**config.mk**
```make
export PLATFORM = sky130hd
export DESIGN_NAME = stack_arbiter
export DESIGN_NICKNAME = d
export VERILOG_FILES = /design/src/rtl/stack_arbiter.sv
export SDC_FILE = /design/constraint.sdc
export NUM_CORES = 1
export LEC_CHECK = 0
export BUFFER_PORTS_ARGS = -buffer_cell sky130_fd_sc_hd__buf_2
export CORE_UTILIZATION = 50
export DETAILED_ROUTE_END_ITERATION = 7
export GPL_ROUTABILITY_DRIVEN = 0
export GPL_TIMING_DRIVEN = 0
export PLACE_DENSITY = 0.62
export SETUP_SLACK_MARGIN = 0.05
export SYNTH_ARGS = -nofsm -noshare
export SYNTH_HDL_FRONTEND = slang
export SYNTH_SLANG_ARGS = --single-unit
```
**constraint.sdc**
```tcl
create_clock -name clk -period 5.8 [get_ports clk]
set_clock_uncertainty 0.1 [all_clocks]
set_input_delay 1.45 -clock clk [delete_from_list [all_inputs] [get_ports clk]]
set_output_delay 1.45 -clock clk [all_outputs]
set_load 0.05 [all_outputs]
```
**src/rtl/stack_arbiter.sv**
```systemverilog
// stack_arbiter: round-robin shared LIFO stack for two push/pop requesters
module stack_arbiter #(
  parameter int WIDTH = 11,
  parameter int DEPTH = 7
) (
  input  logic             clk,
  input  logic             reset,
  input  logic             req0,
  input  logic             op0,
  input  logic [WIDTH-1:0] d0,
  input  logic             req1,
  input  logic             op1,
  input  logic [WIDTH-1:0] d1,
  output logic             gnt0,
  output logic             gnt1,
  output logic [WIDTH-1:0] q,
  output logic             q_valid,
  output logic             q_id,
  output logic [DEPTH:0]   count,
  output logic             full,
  output logic             empty,
  output logic             err
);
  localparam logic [DEPTH:0] cap = {1'b1, {DEPTH{1'b0}}};
  logic [WIDTH-1:0] mem [2**DEPTH];
  logic             rr_ptr;
  logic             any;
  logic             op;
  logic [WIDTH-1:0] d;
  logic [DEPTH-1:0] top;
  always_comb begin
    gnt0  = !reset && req0 && (!req1 || !rr_ptr);
    gnt1  = !reset && req1 && (!req0 || rr_ptr);
    any   = gnt0 || gnt1;
    op    = gnt1 ? op1 : op0;
    d     = gnt1 ? d1 : d0;
    full  = count == cap;
    empty = count == '0;
    top   = count[DEPTH-1:0] - 1'b1;
  end
  always_ff @(posedge clk)
    if (any && op && !full) mem[count[DEPTH-1:0]] <= d;
  always_ff @(posedge clk) begin
    if (reset) begin
      count   <= '0;
      q       <= '0;
      q_valid <= 1'b0;
      q_id    <= 1'b0;
      err     <= 1'b0;
      rr_ptr  <= 1'b0;
    end else begin
      q_valid <= 1'b0;
      err     <= 1'b0;
      if (any) begin
        rr_ptr <= gnt0;
        if (op) begin
          if (full) err <= 1'b1;
          else count <= count + 1'b1;
        end else if (empty) begin
          err <= 1'b1;
        end else begin
          q       <= mem[top];
          q_valid <= 1'b1;
          q_id    <= gnt1;
          count   <= count - 1'b1;
        end
      end
    end
  end
endmodule

```
==> summary.txt, run 1 <==
Status -> complete, but fails checks
Violated checks -> capacitance limit, slew limit
Detail Route Antenna Nets -> 0
Die span in x -> 337 µm
Hold path startpoint -> rr_ptr
Via count of the first global-routing pass -> 29,100
Post-Syn Instances -> 2,745
Achievable frequency -> 0.176 GHz
Clock root cell -> clkbuf_16
# setup viols final -> 0
Aggregate global-route resource usage -> 27.6%
CP max stage delay -> 750 ps
Setup bufs post-CTS -> 0
Hold bufs inserted after CTS -> 0
Reg2reg setup slack -> 120 ps
Total core area -> 111,000 µm²
Crit path buf inv count -> 7
Wire length of the first global-routing pass -> 217 mm
Deepest clock path buffer count -> 3
Most common cell in the synthesized netlist -> edfxtp_1
Crit path from -> count[0]
Total number of H-tree levels -> 4
Antenna violations before repair -> 7
Cell family contributing the most delay on the critical path -> buffers and inverters
CP endpoint -> q[6]
Effective utilization at floorplan -> 50.6%
Boundary Pins -> 54
Cell types occupying the most area after synthesis -> edfxtp_1 75%, mux4_2 15%, nand2_1 1.5%
Top cell type by total area after synthesis -> edfxtp_1
Flip-flop and latch count after synthesis -> 1,431
CTS sink count -> 1,431
Clock latency at the later pin of the worst-skew pair -> 770 ps
DR WL/cell -> 33.8 µm
Accumulated negative setup slack -> 0 ps
Kind of launch point of the worst setup path -> register
Min Hold Slack -> 404 ps
Fraction of synthesized cell area taken by the top area cell type -> 75.4%
Path type of the worst setup path -> reg -> reg
Primary flip-flop cell chosen by synthesis mapping -> edfxtp_1
Die outline height -> 337 µm
RSZ-0062 raised after global routing -> true
Detailed Place HPWL -> 103 mm
R2R depth -> 13
Drt total wl -> 154 mm
Static power due to leakage -> 19.9 nW
Number of hold violations in the final report -> 0
Number of buffers inserted during clock tree synthesis -> 147
Mapped Avg Cell Area -> 20.4 µm²
TritonCTS clock tree -> built
Destination of the worst register-to-register timing path -> q[6]
Number of buffers added on ports -> 52
Required time of the critical path -> 6320 ps
Final critical path time including I/O delays and setup -> 5680 ps
Power Density -> 418 nW/µm²
Worst voltage drop across the vdd grid -> 0.290 mV
Worst slew margin -> -1.10%
Cell breakdown of the critical path -> buf_4 -> buf_4 -> clkinv_1 -> clkdlybuf4s15_2 -> ha_1 -> buf_2 -> buf_2 -> clkbuf_2 -> mux4_2 -> mux2i_1 -> o22ai_1 -> nor4b_2 -> nor4_1
Drt first pass iters -> 8
Endpoint arrival time on the critical path -> 6200 ps
Share of the clock period used by the worst path after layout -> 97.9%
Worst slew pin tran -> 1520 ps
Total via count in the routed design -> 29,600
CP max-delay cell -> clkbuf_2
Reg2reg start -> count[0]
Nets@finish -> 2,997
Commonest cells post-synth -> 1,408 x edfxtp_1, 363 x mux4_2, 221 x nand2_1
Number of placement rows -> 122
Area growth syn-to-layout -> 13.3%
Pin count of the biggest net entering global routing -> 78
Crit-path max FO -> 19
WP depth -> 13
# Max-Cap Violations -> 1
Sequential share of the synthesized area -> 76.2%
Filler cell count in the final layout -> 8,206
Total die area -> 114,000 µm²
Ys Warns -> 0
Mapped cell area -> 56,100 µm²
Sequential cell area in the final layout -> 42,700 µm²
First-iteration detailed-routing DRC count -> 4,108
Library cells used by synthesis -> 62
Total DRC errors in the routed layout -> 0
Area taken by multi-input logic gates -> 12,800 µm²
Slew Limit Fails -> 11
Fraction of layout instances using a drive strength above 1 -> 24.7%
Net Count, Synth -> 2,776
Async set or reset register ratio after synthesis -> 0%
Hold crit path type -> reg -> reg
Clock input transition at the sequential cells of the worst setup and hold paths -> 60 ps
Total gr overflow -> 0
Crit end category -> register
Post-synth EDFFs -> 1,408
Mean number of vias per cell -> 6.46
-- timing repair --
| action | 4_1_cts | 5_1_grt |
|---|---|---|
| setup endpoints to repair | 11 | 10 |
| pin swaps | 0 | 1 |
| gates resized for setup | 29 | 22 |
-- cell type report --
| type | instances | share of cell area, % |
|---|---|---|
| diodes | 5 | 0.0197 |
| plain buffers | 164 | 1.29 |
| clock buffers | 192 | 6.27 |
| clock inverters | 74 | 1.10 |
| inverters | 9 | 0.0532 |
| multi-input cells | 1139 | 20.1 |
| flip-flops and latches | 1431 | 67.3 |
| well taps | 1488 | 2.93 |
| repair buffers | 74 | 1.00 |
-- flip-flops by register name (all words and copies together) (netlist names) --
name and flops:
count 8, err 1, mem 1408, q 11, q_id 1, q_valid 1
rr_ptr 1
-- power by group --
group	internal [mW]	switching, mW
logic	1.93	3.84
clock network	5.34	3.88
registers	11.5	0.0515
total	18.8	7.78
-- logic make-up after synthesis --
| family | count (synthesis) | synth area share, % |
|---|---|---|
| compound gates | 170 | 2.23 |
| xor+xnor | 4 | 0.0959 |
| fa+ha+maj | 3 | 0.0669 |
| buf+inv | 175 | 1.45 |
| flops | 1431 | 76.2 |
| mux | 421 | 15.6 |
| simple gates | 541 | 4.34 |
-- worst min-delay path: cells and delay by family (launching register included) --
| family | cells | cell delay (ps) |
|---|---|---|
| flops | 1 | 340 |
| simple gates | 1 | 70 |
| compound gates | 1 | 50 |
-- layer usage --
| metal | vias to the layer above | track usage [%] | wire, µm | share of wire, % |
|---|---|---|---|---|
| li1 | 11800 | - | - | - |
| met5 | - | 0 | 24 | 0.016 |
| met4 | 4 | 11.0 | 6850 | 4.4 |
| met2 | 1812 | 40.3 | 68300 | 44 |
| met3 | 331 | 8.44 | 17900 | 12 |
| met1 | 15600 | 39.2 | 61400 | 40 |
-- stage by stage --
stage          setup WS (ps)  utilization (%)  power (mW)  std cells  cell area, µm²
2_1_floorplan            786                -        15.0       2745           56100
3_3_place_gp           -1560             52.5        17.3       4285           58200
3_5_place_dp           -1120             52.9        17.3       4306           58700
4_1_cts                 65.9             57.2        26.4       4571           63500
5_1_grt                 48.9             57.3        27.1       4571           63500
6_report                 121             57.3        26.5       4576           63600
-- worst min-delay path by stage --
stage / end / slack, ps / cells past startpoint
final: rr_ptr / 400 / 2
after global routing: rr_ptr / 440 / 2
after CTS: rr_ptr / 400 / 2
after detailed placement: rr_ptr / 390 / 2
after global placement: rr_ptr / 370 / 2
after floorplan: rr_ptr / 360 / 2
-- placed cells by master (no fill, tap or decap), drive strengths merged, types with 37 or more instances in the layout --
cell type	n
edfxtp	1408
mux4	363
clkbuf	274
nand2	222
nor2	154
buf	151
nand3	57
clkinv	55
mux2i	46
and3	37
Note: power is estimated with default switching activity, not from simulation.
==> run 2, diff against run 1 <==
clock period = 7 ns   (was 5.8 ns; I/O delays follow)
==> summary.txt, run 2 (synthesized netlist as in run 1, its figures left out) <==
Fraction of layout instances using a drive strength above 1 -> 23.9% (-0.80 points)
Highest-count cells in the layout ignoring fill and taps -> 1,408 x edfxtp_1, 363 x mux4_2, 210 x nand2_1
Detailed Place HPWL -> 103 mm (unchanged)
Number of placement rows -> 122 (unchanged)
CTS sink count -> 1,431 (unchanged)
Aggregate global-route resource usage -> 27.6% (about the same)
Mean number of vias per cell -> 6.44 (-0.33%)
Worst slack at placement -> 80.2 ps (+1200 ps)
Number of buffers inserted during clock tree synthesis -> 147 (unchanged)
Antenna violations before repair -> 6 (-1)
Register share of total power -> 43.6% (about the same)
Die outline height -> 337 µm (unchanged)
Achievable frequency -> 0.144 GHz (-18%)
Hold crit path type -> reg -> reg
Kind of launch point of the worst setup path -> register
Area growth syn-to-layout -> 13.1%
Effective utilization at floorplan -> 50.6% (unchanged)
Filler cell count in the final layout -> 8,217 (+0.13%)
Static power due to leakage -> 19.8 nW (-0.34%)
TritonCTS clock tree -> built
Via count of the first global-routing pass -> 29,100 (+0.055%)
Deepest clock path buffer count -> 3 (unchanged)
# setup viols final -> 0 (unchanged)
Total die area -> 114,000 µm² (unchanged)
Path type of the worst setup path -> reg -> reg
Die span in x -> 337 µm (unchanged)
Drt first pass iters -> 6 (-2)
Detail Route Antenna Nets -> 0 (unchanged)
Number of hold violations in the final report -> 0 (unchanged)
Final worst setup slack -> 49.5 ps (-71.3 ps)
Most common cell after layout, fill and taps aside -> edfxtp_1
Crit-path max FO -> 11 (-8)
Total via count in the routed design -> 29,500 (-0.29%)
Share of the clock period used by the worst path after layout -> 99.3% (+1.4 points)
Switching power share of the total -> 29.2% (-0.062 points)
DR WL/cell -> 33.7 µm (-0.22%)
Worst slew margin -> 0.953% (+2.1 points)
Internal -> 15.5 mW (-17%)
Placed cell count -> 4,306 (unchanged)
Crit end category -> register
Wire length of the first global-routing pass -> 217 mm (about the same)
Flip-flop count of the largest register, all copies and words added -> 1,408 (unchanged)
Part of the power in the clock network -> 34.8% (about the same)
Worst voltage drop across the vdd grid -> 0.242 mV (-16%)
Endpoint arrival time on the critical path -> 7440 ps (+1240 ps)
Final non-filler cell total -> 4,578 (+0.044%)
Required time of the critical path -> 7490 ps (+1170 ps)
DP Area -> 58,700 µm² (unchanged)
Worst slew pin tran -> 1490 ps (-30.8 ps)
Final critical path time including I/O delays and setup -> 6950 ps (+1270 ps)
Clock input transition at the sequential cells of the worst setup and hold paths -> 60 ps (about the same)
Total DRC errors in the routed layout -> 0 (unchanged)
Pin count of the biggest net entering global routing -> 78 (unchanged)
Setup bufs post-CTS -> 0 (unchanged)
Combinational power share -> 21.6% (about the same)
Final Cell Area -> 63,400 µm² (-0.19%)
First-iteration detailed-routing DRC count -> 3,999 (-2.7%)
Nets@finish -> 3,000 (+0.10%)
Drt total wl -> 154 mm (-0.17%)
Slew Limit Fails -> 0 (-11)
# Max-Cap Violations -> 0 (-1)
Status -> complete, no violations
RSZ-0062 raised after global routing -> false
Min Hold Slack -> 406 ps (+1.31 ps)
Power Density -> 346 nW/µm² (-17%)
Total number of H-tree levels -> 4 (unchanged)
Total gr overflow -> 0 (unchanged)
Final total power -> 22.0 mW (-17%)
Clock latency at the later pin of the worst-skew pair -> 770 ps (about the same)
Total core area -> 111,000 µm² (unchanged)
Boundary Pins -> 54 (unchanged)
Number of buffers added on ports -> 52 (unchanged)
Net switching power of the design -> 6.42 mW (-17%)
Clock root cell -> clkbuf_16
## run 2: changes by cell type in the layout (fill, tap and decap cells not counted), sizes merged
| cell | previous run | this run |
|---|---|---|
| buf | 151 | 157 |
| clkdlybuf4s15 | 3 | 1 |
| clkbuf | 274 | 273 |
| diode | 5 | 4 |
## run 2: timing repair
action | CTS | global route
endpoints found under the setup margin | 2 | 1
gates resized for setup | 2 | 3
cloned | 0 | 0
hold buffers | 0 | 0
## run 2: path summary, 6_finish.rpt
kind                            slack, ps  endpoint      from  cells after the start
worst max register to register         50      q[9]  count[0]                     14
worst min-delay path                  410    rr_ptr    rr_ptr                      2
worst min register to register        410    rr_ptr    rr_ptr                      2
worst max-delay path                   50      q[9]  count[0]                     14
## run 2: critical path: stages (launching register included)
cell	delay (ps)
dfxtp_1	560
buf_4	250
buf_4	270
clkinv_1	340
buf_1	480
ha_1	440
buf_2	270
buf_2	380
clkbuf_1	740
clkbuf_1	800
mux4_2	430
mux2i_1	200
o22ai_1	250
nor4b_1	1130
nor4_1	90
## run 2: final cells by class
| cell class | instances | area, µm² | area share, % |
|---|---|---|---|
| Sequential cell | 1431 | 42700 | 67.4 |
| Multi-Input combinational cell | 1139 | 12700 | 20.0 |
| Clock buffer | 192 | 3980 | 6.28 |
| Tap cell | 1488 | 1860 | 2.94 |
| Buffer | 166 | 786 | 1.24 |
| Clock inverter | 74 | 701 | 1.10 |
| Timing Repair Buffer | 75 | 642 | 1.01 |
| Inverter | 9 | 33.8 | 0.0533 |
| Antenna cell | 4 | 10.0 | 0.0158 |
## run 2: power by group through the flow
stage / logic [mW] / registers, mW / clock network (mW)
floorplan: 2.64 / 9.83 / 0
detailed placement: 4.59 / 9.75 / 0
CTS: 4.61 / 9.57 / 7.71
global placement: 4.49 / 9.82 / 0
finish: 4.74 / 9.57 / 7.65
global route: 4.88 / 9.57 / 8.01
## run 2: through the flow
stage	setup TNS (ps)	util (%)
after global placement	-418150	52.5
after CTS	0	57.1
final	0	57.2
after detailed placement	0	52.9
after global routing	0	57.1
after floorplan	0	-
## run 2: layer usage
layer	track usage (%)	wire [µm]	share of wire (%)	vias to the layer above
li1	-	-	-	11800
met1	39.1	61000	40	15600
met2	40.1	67900	44	1741
met3	8.62	18300	12	304
met4	11.3	6970	4.5	4
met5	0	23	0.015	-
